**config.mk**
```make
export PLATFORM = sky130hd
export DESIGN_NAME = fp_compare_pipe
export DESIGN_NICKNAME = d
export VERILOG_FILES = /design/src/rtl/fp_compare_pipe.sv
export SDC_FILE = /design/constraint.sdc
export NUM_CORES = 1
export LEC_CHECK = 0
export ABC_AREA = 1
export CAP_MARGIN = 30
export CELL_PAD_IN_SITES_DETAIL_PLACEMENT = 0
export CELL_PAD_IN_SITES_GLOBAL_PLACEMENT = 1
export CORE_MARGIN = 4
export CORE_UTILIZATION = 47
export CTS_CLUSTER_DIAMETER = 150
export DETAILED_ROUTE_END_ITERATION = 8
export DONT_BUFFER_PORTS = 1
export GPL_ROUTABILITY_DRIVEN = 0
export PLACE_DENSITY_LB_ADDON = 0.12
export SLEW_MARGIN = 10
export SYNTH_ARGS = -nofsm -noshare
export SYNTH_HDL_FRONTEND = slang
export SYNTH_SLANG_ARGS = --single-unit
```
**constraint.sdc**
```tcl
create_clock -name clk -period 5.1 [get_ports clk]
set_clock_uncertainty 0.05 [all_clocks]
set_input_delay 1.53 -clock clk [delete_from_list [all_inputs] [get_ports clk]]
set_output_delay 1.53 -clock clk [all_outputs]
set_load 0.03 [all_outputs]
```
**src/rtl/fp_compare_pipe.sv**
```systemverilog
// Pipelined FloPoCo-format comparator: predicates, MIN/MAX selection and NaN reporting
// behind a valid/ready handshake with a global stall and a sideband tag.
module fp_compare_pipe #(
    parameter int WE   = 11,
    parameter int WF   = 16,
    parameter int LAT  = 2,
    parameter int TAGW = 4
) (
    input  logic                 clk,
    input  logic                 rst,
    input  logic                 in_valid,
    output logic                 in_ready,
    input  logic [2:0]           op,
    input  logic [WE+WF+2:0]     in_a,
    input  logic [WE+WF+2:0]     in_b,
    input  logic [TAGW-1:0]      in_tag,
    output logic                 out_valid,
    input  logic                 out_ready,
    output logic                 flag,
    output logic                 unordered,
    output logic [WE+WF+2:0]     result,
    output logic [TAGW-1:0]      out_tag
);
    localparam int W = WE + WF + 3;

    typedef struct packed {
        logic            nan_a;
        logic            nan_b;
        logic            lt;
        logic            eq;
        logic [2:0]      op;
        logic [W-1:0]    a;
        logic [W-1:0]    b;
        logic [TAGW-1:0] tag;
    } cmp_t;

    logic advance;
    assign advance  = !out_valid || out_ready;
    assign in_ready = advance;

    // Coarse ordering class: -inf, -normal, zero, +normal, +inf (NaN rank is don't-care).
    function automatic logic [2:0] rank(input logic [1:0] exn, input logic sign);
        case (exn)
            2'b00:   rank = 3'd2;
            2'b01:   rank = sign ? 3'd1 : 3'd3;
            default: rank = sign ? 3'd0 : 3'd4;
        endcase
    endfunction

    logic [1:0]       exn_a, exn_b;
    logic             sign_a, sign_b;
    logic [WE+WF-1:0] mag_a, mag_b;
    logic [2:0]       rank_a, rank_b;
    logic             mag_lt, mag_eq, same_rank;
    cmp_t             cmp;

    assign exn_a     = in_a[W-1 -: 2];
    assign exn_b     = in_b[W-1 -: 2];
    assign sign_a    = in_a[W-3];
    assign sign_b    = in_b[W-3];
    assign mag_a     = in_a[WE+WF-1:0];
    assign mag_b     = in_b[WE+WF-1:0];
    assign rank_a    = rank(exn_a, sign_a);
    assign rank_b    = rank(exn_b, sign_b);
    assign mag_lt    = mag_a < mag_b;
    assign mag_eq    = mag_a == mag_b;
    assign same_rank = rank_a == rank_b;

    // Only normals need the magnitude; equal rank implies both are normal with equal sign.
    always_comb begin
        cmp       = '0;
        cmp.nan_a = exn_a == 2'b11;
        cmp.nan_b = exn_b == 2'b11;
        cmp.lt    = (rank_a < rank_b) ||
                    (same_rank && exn_a == 2'b01 && (sign_a ? (!mag_lt && !mag_eq) : mag_lt));
        cmp.eq    = same_rank && (exn_a != 2'b01 || mag_eq);
        cmp.op    = op;
        cmp.a     = in_a;
        cmp.b     = in_b;
        cmp.tag   = in_tag;
    end

    cmp_t fin;

    generate
        if (LAT == 1) begin : g_direct
            assign fin = cmp;
        end else begin : g_pipe
            cmp_t st [LAT-1];
            always_ff @(posedge clk or posedge rst) begin
                if (rst) begin
                    for (int i = 0; i < LAT-1; i++) st[i] <= '0;
                end else if (advance) begin
                    st[0] <= cmp;
                    for (int i = 1; i < LAT-1; i++) st[i] <= st[i-1];
                end
            end
            assign fin = st[LAT-2];
        end
    endgenerate

    logic [LAT:1] vld_pipe;
    always_ff @(posedge clk or posedge rst) begin
        if (rst) begin
            vld_pipe <= '0;
        end else if (advance) begin
            vld_pipe[1] <= in_valid;
            for (int k = 2; k <= LAT; k++) vld_pipe[k] <= vld_pipe[k-1];
        end
    end
    assign out_valid = vld_pipe[LAT];

    logic         unord, nan_only_a, sel_b, nxt_flag;
    logic [W-1:0] nxt_result;

    always_comb begin
        unord      = fin.nan_a || fin.nan_b;
        nan_only_a = fin.nan_a && !fin.nan_b;
        sel_b      = 1'b0;
        nxt_flag   = 1'b0;
        case (fin.op)
            3'b001: nxt_flag = !unord && (fin.lt || fin.eq);
            3'b010: nxt_flag = !unord && fin.eq;
            3'b011: nxt_flag = !unord && !fin.lt;
            3'b100: nxt_flag = !unord && !fin.lt && !fin.eq;
            // A NaN loses to any number; two NaNs or a tie keep A.
            3'b101: begin
                sel_b    = nan_only_a || (!unord && !fin.lt && !fin.eq);
                nxt_flag = sel_b;
            end
            3'b110: begin
                sel_b    = nan_only_a || (!unord && fin.lt);
                nxt_flag = sel_b;
            end
            default: nxt_flag = !unord && fin.lt;
        endcase
        nxt_result = sel_b ? fin.b : fin.a;
    end

    always_ff @(posedge clk or posedge rst) begin
        if (rst) begin
            flag      <= 1'b0;
            unordered <= 1'b0;
            result    <= '0;
            out_tag   <= '0;
        end else if (advance) begin
            flag      <= nxt_flag;
            unordered <= unord;
            result    <= nxt_result;
            out_tag   <= fin.tag;
        end
    end
endmodule
```
# Word-level counts from Yosys, hierarchy flattened
# Index checks and enable logic that the tools add are counted.
[totals] ff_bits=109 in_bits=71 output_inout_bits=38 elab_cells=64
[op_classes] n_lt_le_gt_ge=2 eq_ne=13 n_mux=10 n_reduce_logical=26
[op_table] op="30-bit 2-to-1 mux" n=1
[op_table] op="27-bit == test" n=1
[op_table] op="27-bit less-than comparator" n=1
[op_table] op="3-bit case mux with 2 select lines" n=2
[op_table] op="1-bit logical AND" n=10
[op_table] op="3-bit == test, second input constant" n=3
[op_table] op="1-bit zero test" n=7
[op_table] op="1-bit logical OR" n=7
[op_table] op="3-bit by 2-bit == test with 1-bit output, second input constant" n=2
[op_table] op="3-bit 2-to-1 mux" n=2
[op_table] op="1-bit case mux with 6 select lines" n=1
[op_table] op="2-bit by 1-bit == test with 1-bit output, second input constant" n=2
[op_table] op="2-bit == test, second input constant" n=2
[op_table] op="2-bit zero test" n=2
[op_table] op="2-bit 2-to-1 mux" n=2
[op_table] op="3-bit by 1-bit == test with 1-bit output, second input constant" n=1
[op_table] op="3-bit == test" n=1
[op_table] op="3-bit less-than comparator" n=1
[op_table] op="2-bit by 1-bit != test with 1-bit output, second input constant" n=1
[op_table] op="1-bit case mux with 2 select lines" n=1
[op_table] op="1-bit 2-to-1 mux" n=1

# Depth between registers and ports, before layout
# Gate-level depths: netlist of the first run.
[depth] ltp_word=7 depth_mapped=13 mapped_depth_nobuf=13

# Worst setup path after synthesis of the first run
# OpenSTA, ideal clock, no wires.
[synth_path] path_kind="input to output" startpoint="in out_ready" endpoint="out in_ready" arrival_ps=2386 t_required_ps=3520 path_slack_ps=1134 path_stages=4 path_buffers=2 path_cell_list="nor2_1 inv_1 clkbuf_1 clkbuf_1"
[synth_between] elab_chain_cells=1
[synth_lines] element="start, declared" line_no="18" text="input logic out_ready,"
[synth_lines] element="1-bit logical OR" line_no="38" text="assign advance = !out_valid || out_ready;"
[synth_lines] element="end, declared" line_no="12" text="output logic in_ready,"
# Every way passes these cells.

# Final worst setup path of the first run
# Same ends and word-level chain as after synthesis.

==> flow_metrics.env, run 1 <==
export IMPL_clk_path_buf_depth=2
export IMPL_die_height_um=114.0
export IMPL_worstSetupEndpointType="output port"
export IMPL_path_delay_family="buffers and inverters"
export IMPL_crit_path_max_fanout=2
export IMPL_setup_viol=0
export IMPL_vias=4028
export IMPL_syn_nets=748
export IMPL_ir_worst_vdd_mv=0.2670
export IMPL_nets=736
export IMPL_crit_slowest_cell="clkinv_2"
export IMPL_cp_arrival_ps=1770
export IMPL_clkSinkCount=109
export IMPL_p_sw_uw=769.5
export IMPL_hpwlAfterDp_um=7948
export IMPL_numPortBuffers=0
export IMPL_cts_setup_buffers=0
export IMPL_synth_distinct_cells=23
export IMPL_ant_nets=0
export IMPL_critPathKind="primary input to output port"
export IMPL_die_area_um2=13000
export IMPL_layout_common_cells="nand2_1 (162), o21ai_0 (119), dfrtp_1 (109)"
export IMPL_dp_slack_ps=1741
export IMPL_avgRoutedWirePerCell_um=15.33
export IMPL_crit_chain="nor2_4 > clkinv_2"
export IMPL_fin_crit_sh_pct=65.75
export IMPL_hp_start="vld_pipe[1]"
export IMPL_setup_tns_ps=0
export IMPL_p_clk_share_pct=30.2
export IMPL_cts_resized=0
export IMPL_p_int_mw=1.515
export IMPL_clockRootBuffer="clkbuf_16"
export IMPL_htreeDepth=3
export IMPL_grt_max_degree=110
export IMPL_insertion_delay_ps=340
export IMPL_fillers=1101
export IMPL_worst_pin_slew_ps=801.9
export IMPL_regArea_um2=2728
export IMPL_fin_crit_ps=3353
export IMPL_rsz0062_at_grt="false"
export IMPL_diodes=0
export IMPL_via_per_inst=5.164
export IMPL_synth_area_per_cell_um2=8.165
export IMPL_r2r_start="fin[69]"
export IMPL_p_leak_nw=2.854
export IMPL_die_w_um=114.0
export IMPL_path_depth=2
export IMPL_ios=109
export IMPL_final_max_slew_viol_count=0
export IMPL_crit_start="out_ready"
export IMPL_p_per_area_nw_per_um2=400.4
export IMPL_num_rows=38
export IMPL_grt_pass1_wl_um=20050
export IMPL_yosys_warnings=0
export IMPL_hp_class="register to register"
export IMPL_cts_tree="done"
export IMPL_layout_commonest_cell="nand2_1"
export IMPL_syn_area_um2=5283
export IMPL_hold_depth=2
export IMPL_start_kind="primary input"
export IMPL_synth_seq_cells=109
export IMPL_hold_viol_final=0
export IMPL_holdBufCountCts=0
export IMPL_syn_inst=647
export IMPL_layout_setup_ws_ps=1747
export IMPL_max_slew_margin_rel_pct=46.35
export IMPL_multiInputGateArea_um2=2079
export IMPL_rr_worst_depth=8
export IMPL_outcome="completed"
export IMPL_yosysSeqAreaShare_pct=51.63
export IMPL_switching_share_pct=33.69
export IMPL_path_buf_inv=1
export IMPL_clkSlewWorstSetupHoldPaths_ps=60
export IMPL_area_growth_pct=7.982
export IMPL_fmax_mhz=298.2
export IMPL_grt_pass1_vias=3942
export IMPL_pwr_share_seq_pct=54.8
export IMPL_grtUsageTotal_pct=19.42
export IMPL_cts_buffers=9
export IMPL_grt_overflow_total=0
export IMPL_critical_path_required_ps=3520
export IMPL_slowest_delay_ps=150
export IMPL_drive_gt1_share_pct=3.906
export IMPL_antenna_found_initial=0
export IMPL_routed_wl_um=11960
export IMPL_drc_errors=0
export IMPL_drtPass1Iterations=5
export IMPL_start_util_pct=48.31
export IMPL_pwr_share_comb_pct=15.1
export IMPL_core_area_um2=10940
export IMPL_drv_cap=0
export IMPL_drtIter0Drc=213
[tightest hold or removal path: stages (launching register included)]
cell and delay (ps):
dfrtp_1 320, inv_1 50, nand2_1 50
[sequential cells by signal (all words and copies together), names as in the netlist]
signal	count
result	30
vld_pipe	2
unordered	1
flag	1
out_tag	4
fin	71
[stage by stage]
step / area [um^2] / hold WS [ps] / utilization [%] / instances / power [mW]
6_report: 5704 / 399.9 / 52.16 / 780 / 2.284
5_1_grt: 5704 / 455.3 / 52.16 / 780 / 2.432
4_1_cts: 5657 / 403.0 / 51.73 / 778 / 2.312
3_5_place_dp: 5365 / 386.4 / 49.06 / 762 / 1.614
3_3_place_gp: 5365 / 379.6 / 49.06 / 762 / 1.599
2_1_floorplan: 5283 / 369.8 / - / 647 / 1.512
[cells by family (layout without fill, tap and decap cells)]
logic type      after synthesis  in the layout  share of synthesized area (%)
fa+ha+maj                    30             30                          7.106
compound gates              158            158                          15.23
flops                       109            109                          51.63
buf+inv                     122            115                          9.142
simple gates                228            228                          16.89
[layer usage]
layer	GRT usage, %	routed length (um)
met5	0	0
met4	6.809	193
met3	5.729	806
met2	30.44	5440
met1	25.75	5516
[area by class of cell]
type,count,share of cell area [%]
Tap cell,140,3.071
Clock buffer,16,5.111
Multi-Input combinational cell,416,36.46
Inverter,93,6.186
Timing Repair Buffer,6,1.360
Sequential cell,109,47.82
[Yosys cell counts]
cell type,n,area share (%)
nor2_4,1,0.21
buf_2,7,0.66
o22ai_1,2,0.24
nor2_1,49,3.5
nor3_1,1,0.095
a211oi_1,1,0.14
o21ai_1,21,2.0
ha_1,30,7.1
dfrtp_1,109,52
clkbuf_2,1,0.095
a21oi_1,12,1.1
nand2_2,1,0.12
o2111ai_1,1,0.17
clkbuf_1,19,1.4
nand2_1,162,12
inv_1,92,6.5
nand3_1,8,0.76
inv_2,1,0.071
o21ai_0,119,11
a21o_1,2,0.28
buf_6,2,0.43
and2_1,1,0.12
nand4_1,5,0.59
[power groups by stage]
| stage | logic, mW | registers [mW] | clock network [mW] |
|---|---|---|---|
| 2_1_floorplan | 0.273 | 1.24 | 0 |
| 3_3_place_gp | 0.332 | 1.27 | 0 |
| 3_5_place_dp | 0.343 | 1.27 | 0 |
| 4_1_cts | 0.345 | 1.25 | 0.712 |
| 5_1_grt | 0.410 | 1.27 | 0.749 |
| 6_report | 0.344 | 1.25 | 0.689 |
[final timing paths]
check                      slack [ps]     endpoint
max                              1750     in_ready
min                               400  vld_pipe[2]
max reg2reg                      2560    result[7]
min reg2reg                       400  vld_pipe[2]
max in group asynchronous        3040   out_tag[0]
min in group asynchronous        1080   result[15]
Power figures use the tool's default switching activity.
==> run 2, diff against run 1 <==
==> constraint.sdc (replaced) <==
create_clock -name clk -period 3.4 [get_ports clk]
set_clock_uncertainty 0.05 [all_clocks]
set_input_delay 1.02 -clock clk [delete_from_list [all_inputs] [get_ports clk]]
set_output_delay 1.02 -clock clk [all_outputs]
set_load 0.03 [all_outputs]
==> run 2 against run 1 <==
  * Design area about the same
  * Critical path type unchanged
  * Sequential share of layout area hardly changed
  * Core utilization about the same
  * Worst hold slack better by 22 ps
  * Final cell count is the same
  * Routed wire length fell by 1.3%
  * Worst setup slack got worse by 680 ps
==> flow_metrics.env, run 2 (synthesized netlist as in run 1, its figures left out) <==
export IMPL_switching_share_pct=34.27
export IMPL_holdBufCountCts=0
export IMPL_p_sw_mw=1.162
export IMPL_cp_arrival_ps=1270
export IMPL_die_w_um=114.0
export IMPL_p_per_area_nw_per_um2=594.2
export IMPL_die_area_um2=13000
export IMPL_pwr_share_comb_pct=15.2
export IMPL_clkSinkCount=109
export IMPL_start_kind="primary input"
export IMPL_cts_tree="done"
export IMPL_drc_errors=0
export IMPL_power_total_mw=3.390
export IMPL_reg2reg_slack_ps=1370
export IMPL_avgRoutedWirePerCell_um=15.13
export IMPL_rsz0062_at_grt="false"
export IMPL_setup_tns_ps=0
export IMPL_diodes=0
export IMPL_min_to="vld_pipe[2]"
export IMPL_path_buf_inv=1
export IMPL_p_int_mw=2.228
export IMPL_drv_cap=0
export IMPL_r2r_start="vld_pipe[2]"
export IMPL_drtPass1Iterations=4
export IMPL_largest_register_ffs=71
export IMPL_outcome="completed"
export IMPL_ir_worst_vdd_mv=0.4166
export IMPL_grt_max_degree=110
export IMPL_ant_nets=0
export IMPL_slowest_delay_ps=150
export IMPL_start_util_pct=48.31
export IMPL_hp_class="register to register"
export IMPL_htreeDepth=3
export IMPL_clockRootBuffer="clkbuf_16"
export IMPL_fmax_mhz=427.9
export IMPL_cts_resized=0
export IMPL_p_leak_nw=2.850
export IMPL_die_height_um=114.0
export IMPL_num_rows=38
export IMPL_numPortBuffers=0
export IMPL_drive_gt1_share_pct=4.219
export IMPL_core_area_um2=10940
export IMPL_drtIter0Drc=263
export IMPL_fin_crit_sh_pct=68.74
export IMPL_crit_path_max_fanout=2
export IMPL_crit_slowest_cell="clkinv_2"
export IMPL_hold_viol_final=0
export IMPL_grt_pass1_wl_um=20170
export IMPL_multiInputGateArea_um2=2079
export IMPL_regArea_um2=2728
export IMPL_worstSetupEndpointType="output port"
export IMPL_r2r_end="result[22]"
export IMPL_cts_setup_buffers=0
export IMPL_fillers=1054
export IMPL_p_clk_share_pct=29.4
export IMPL_rr_worst_depth=7
export IMPL_grt_pass1_vias=4051
export IMPL_antenna_found_initial=0
export IMPL_via_per_inst=5.097
export IMPL_critPathKind="primary input to output port"
export IMPL_critical_path_required_ps=2330
export IMPL_hpwlAfterDp_um=7805
export IMPL_layout_common_cells="nand2_1 (162), o21ai_0 (119), dfrtp_1 (109)"
export IMPL_ios=109
export IMPL_setup_viol=0
export IMPL_hp_start="vld_pipe[1]"
export IMPL_layout_commonest_cell="nand2_1"
export IMPL_fin_crit_ps=2337
export IMPL_routed_wl_um=11800
export IMPL_insertion_delay_ps=350
export IMPL_nets=736
export IMPL_vias=3976
export IMPL_path_delay_family="buffers and inverters"
export IMPL_cts_buffers=9
export IMPL_path_depth=2
export IMPL_grt_overflow_total=0
export IMPL_area_growth_pct=8.006
export IMPL_worst_pin_slew_ps=643.7
export IMPL_max_slew_margin_rel_pct=57.09
export IMPL_clkSlewWorstSetupHoldPaths_ps=70
export IMPL_hold_depth=2
export IMPL_grtUsageTotal_pct=19.55
export IMPL_clk_path_buf_depth=2
export IMPL_crit_chain="nor2_4 > clkinv_2"
export IMPL_final_max_slew_viol_count=0
export IMPL_pwr_share_seq_pct=55.4
## run 2: layout make-up
cell class                 count  area share, %
inverter                      93          6.206
clock inverter                 4         0.3947
multi-input combinational    416          36.45
tap                          140          3.070
sequential                   109          47.81
clock buffer                  12          4.496
timing repair buffer           6          1.579
## run 2: how the worst max path moves through the flow
stage	start	to	slack [ps]
after floorplan	out_ready	in_ready	450
after global placement	in_b[6]	fin[67]	900
after detailed placement	out_ready	result[22]	850
after CTS	vld_pipe[2]	in_ready	1060
after global routing	vld_pipe[2]	in_ready	1010
final	out_ready	in_ready	1060
## run 2: power groups by stage
| stage | clock network [mW] | logic (mW) | registers, mW |
|---|---|---|---|
| 2_1_floorplan | 0 | 0.410 | 1.86 |
| 3_3_place_gp | 0 | 0.499 | 1.90 |
| 3_5_place_dp | 0 | 0.516 | 1.91 |
| 4_1_cts | 1.03 | 0.518 | 1.88 |
| 5_1_grt | 1.08 | 0.621 | 1.91 |
| 6_report | 0.995 | 0.517 | 1.88 |
## run 2: per-stage QoR
stage / util [%] / area, um^2 / instances / hold slack (ps) / setup WS (ps)
6_report: 52.17 / 5705 / 780 / 422.0 / 1063
5_1_grt: 52.17 / 5705 / 780 / 449.3 / 1008
4_1_cts: 51.74 / 5658 / 778 / 428.9 / 1058
3_5_place_dp: 49.19 / 5379 / 762 / 411.5 / 851.4
3_3_place_gp: 49.19 / 5379 / 762 / 405.4 / 898.8
2_1_floorplan: - / 5286 / 647 / 369.8 / 454.0
## run 2: metal layers
metal | share of wire [%] | vias to the layer above | GRT usage [%] | wire, um
li1 | - | 2026 | - | -
met1 | 45 | 1841 | 25.74 | 5293
met2 | 46 | 96 | 31.11 | 5444
met3 | 7.1 | 13 | 5.093 | 838
met4 | 1.9 | 0 | 7.443 | 224
met5 | 0 | - | 0 | 0
==> run 3, diff against run 2 <==
--- a/config.mk
+++ b/config.mk
@@ -10,7 +10,7 @@
 export CELL_PAD_IN_SITES_DETAIL_PLACEMENT = 0
 export CELL_PAD_IN_SITES_GLOBAL_PLACEMENT = 1
 export CORE_MARGIN = 4
-export CORE_UTILIZATION = 47
+export CORE_UTILIZATION = 42
 export CTS_CLUSTER_DIAMETER = 150
 export DETAILED_ROUTE_END_ITERATION = 8
 export DONT_BUFFER_PORTS = 1
==> constraint.sdc (replaced) <==
create_clock -name clk -period 1.9 [get_ports clk]
set_clock_uncertainty 0.05 [all_clocks]
set_input_delay 0.57 -clock clk [delete_from_list [all_inputs] [get_ports clk]]
set_output_delay 0.57 -clock clk [all_outputs]
set_load 0.03 [all_outputs]
==> run 3 against run 2 <==
  * Routed wire length up 5.1%
  * First-iteration DRC count shrank 4.9%
  * Clock power rose by 97%
  * Worst setup slack got worse by 970 ps
  * Register-to-register slack lost 1200 ps
  * Combinational power up 93%
  * Sequential power increased by 78%
  * Critical path type is now register to output port
==> flow_metrics.env, run 3 (synthesized netlist as in run 1, its figures left out) <==
export IMPL_outcome="completed"
export IMPL_final_cell_area_um2=5896
export IMPL_grt_max_degree=107
export IMPL_clockRootBuffer="clkbuf_16"
export IMPL_worstSetupEndpointType="output port"
export IMPL_largest_register_ffs=71
export IMPL_p_leak_nw=2.932
export IMPL_layout_setup_ws_ps=97.20
export IMPL_clkSinkCount=109
export IMPL_cts_buffers=9
export IMPL_clkSlewWorstSetupHoldPaths_ps=70
export IMPL_cp_arrival_ps=1180
export IMPL_max_slew_margin_rel_pct=68.32
export IMPL_via_per_inst=4.859
export IMPL_p_clk_share_pct=31.0
export IMPL_holdBufCountCts=0
export IMPL_fin_crit_ps=1803
export IMPL_pwr_share_seq_pct=53.1
export IMPL_crit_path_max_fanout=5
export IMPL_drv_cap=0
export IMPL_r2r_end="result[20]"
export IMPL_rr_worst_depth=9
export IMPL_avgRoutedWirePerCell_um=15.08
export IMPL_vias=3994
export IMPL_fillers=1262
export IMPL_r2r_start="fin[70]"
export IMPL_ant_nets=0
export IMPL_p_sw_mw=2.134
export IMPL_switching_share_pct=33.85
export IMPL_critical_path_required_ps=1280
export IMPL_hold_viol_final=0
export IMPL_post_dp_cell_area_um2=5577
export IMPL_core_area_um2=12160
export IMPL_start_util_pct=43.44
export IMPL_grtUsageTotal_pct=18.02
export IMPL_p_int_mw=4.171
export IMPL_ir_worst_vdd_mv=0.6186
export IMPL_power_total_mw=6.306
export IMPL_setup_viol=0
export IMPL_critPathKind="register to output port"
export IMPL_grt_pass1_vias=3908
export IMPL_layout_commonest_cell="nand2_1"
export IMPL_drtIter0Drc=250
export IMPL_drive_gt1_share_pct=6.422
export IMPL_p_per_area_nw_per_um2=1070
export IMPL_num_rows=40
export IMPL_hp_class="primary input to asynchronous set/reset pin"
export IMPL_insertion_delay_ps=350
export IMPL_grt_overflow_total=0
export IMPL_final_max_slew_viol_count=0
export IMPL_fin_crit_sh_pct=94.88
export IMPL_ios=109
export IMPL_dp_slack_ps=-109.4
export IMPL_drc_errors=0
export IMPL_htreeDepth=3
export IMPL_start_kind="register"
export IMPL_pwr_share_comb_pct=15.9
export IMPL_clk_path_buf_depth=2
export IMPL_worst_pin_slew_ps=475.2
export IMPL_die_height_um=120.2
export IMPL_grt_pass1_wl_um=20520
export IMPL_diodes=0
export IMPL_layout_common_cells="nand2_1 (162), o21ai_0 (118), dfrtp_1 (109)"
export IMPL_drtPass1Iterations=4
export IMPL_cts_tree="done"
export IMPL_hpwlAfterDp_um=8616
export IMPL_area_growth_pct=11.61
export IMPL_numPortBuffers=0
export IMPL_die_area_um2=14440
export IMPL_routed_wl_um=12400
export IMPL_fmax_mhz=554.7
export IMPL_fin_util_pct=48.48
export IMPL_reg2reg_slack_ps=200
export IMPL_nets=750
export IMPL_antenna_found_initial=0
export IMPL_die_w_um=120.2
## run 3: cell count changes in the layout (fill, tap and decap cells not counted), sizes merged
cell      delta
buf         +14
bufinv       +1
clkbuf       -1
clkinv       -1
clkinvlp     +1
## run 3: layout make-up
cell class / instances / area (um^2) / area share, %
Clock inverter: 5 / 58.81 / 0.9975
Inverter: 93 / 354.1 / 6.006
Tap cell: 168 / 210.2 / 3.565
Multi-Input combinational cell: 416 / 2079 / 35.27
Sequential cell: 109 / 2728 / 46.26
Clock buffer: 11 / 252.7 / 4.287
Timing Repair Buffer: 20 / 212.7 / 3.608
## run 3: per-stage QoR
| step | TNS (ps) | hold slack, ps | instances |
|---|---|---|---|
| floorplan | -3868 | 369.8 | 647 |
| global placement | -40.95 | 386.7 | 805 |
| detailed placement | -143.5 | 388.4 | 805 |
| CTS | 0 | 143.8 | 821 |
| global route | -5.571 | 153.9 | 822 |
| finish | 0 | 121.6 | 822 |
## run 3: how the worst max path moves through the flow
stage / cells past startpoint / endpoint / start / slack, ps
after floorplan: 1 / fin[0] / rst / -40
after global placement: 13 / fin[68] / in_b[26] / -40
after detailed placement: 12 / fin[68] / in_b[26] / -110
after CTS: 3 / in_ready / vld_pipe[2] / 80
after global routing: 9 / result[24] / fin[70] / -6
final: 3 / in_ready / vld_pipe[2] / 100
## run 3: per-layer routing
layer  wire, um  track usage, %
met3        789           4.760
met1       5759           24.71
met2       5648           27.47
met5          0               0
met4        201           6.586
## run 3: what timing repair did
item | 4_1_cts | 5_1_grt
hold endpoints to repair | 0 | 0
resized for setup | 0 | 1
setup buffers | 0 | 1
setup endpoints to repair | 0 | 2
## run 3: power by group through the flow
stage	Sequential, mW	Clock [mW]	Combinational [mW]
after global routing	3.41	2.13	1.18
after detailed placement	3.40	0	1.01
after CTS	3.36	2.01	1.02
after global placement	3.39	0	0.994
final	3.35	1.96	1.00
after floorplan	3.33	0	0.735
## run 3: worst max-delay path, cell delays in order (launching register included)
cell,delay [ps]
dfrtp_1,350
inv_1,70
nor2_4,160
clkinv_2,250
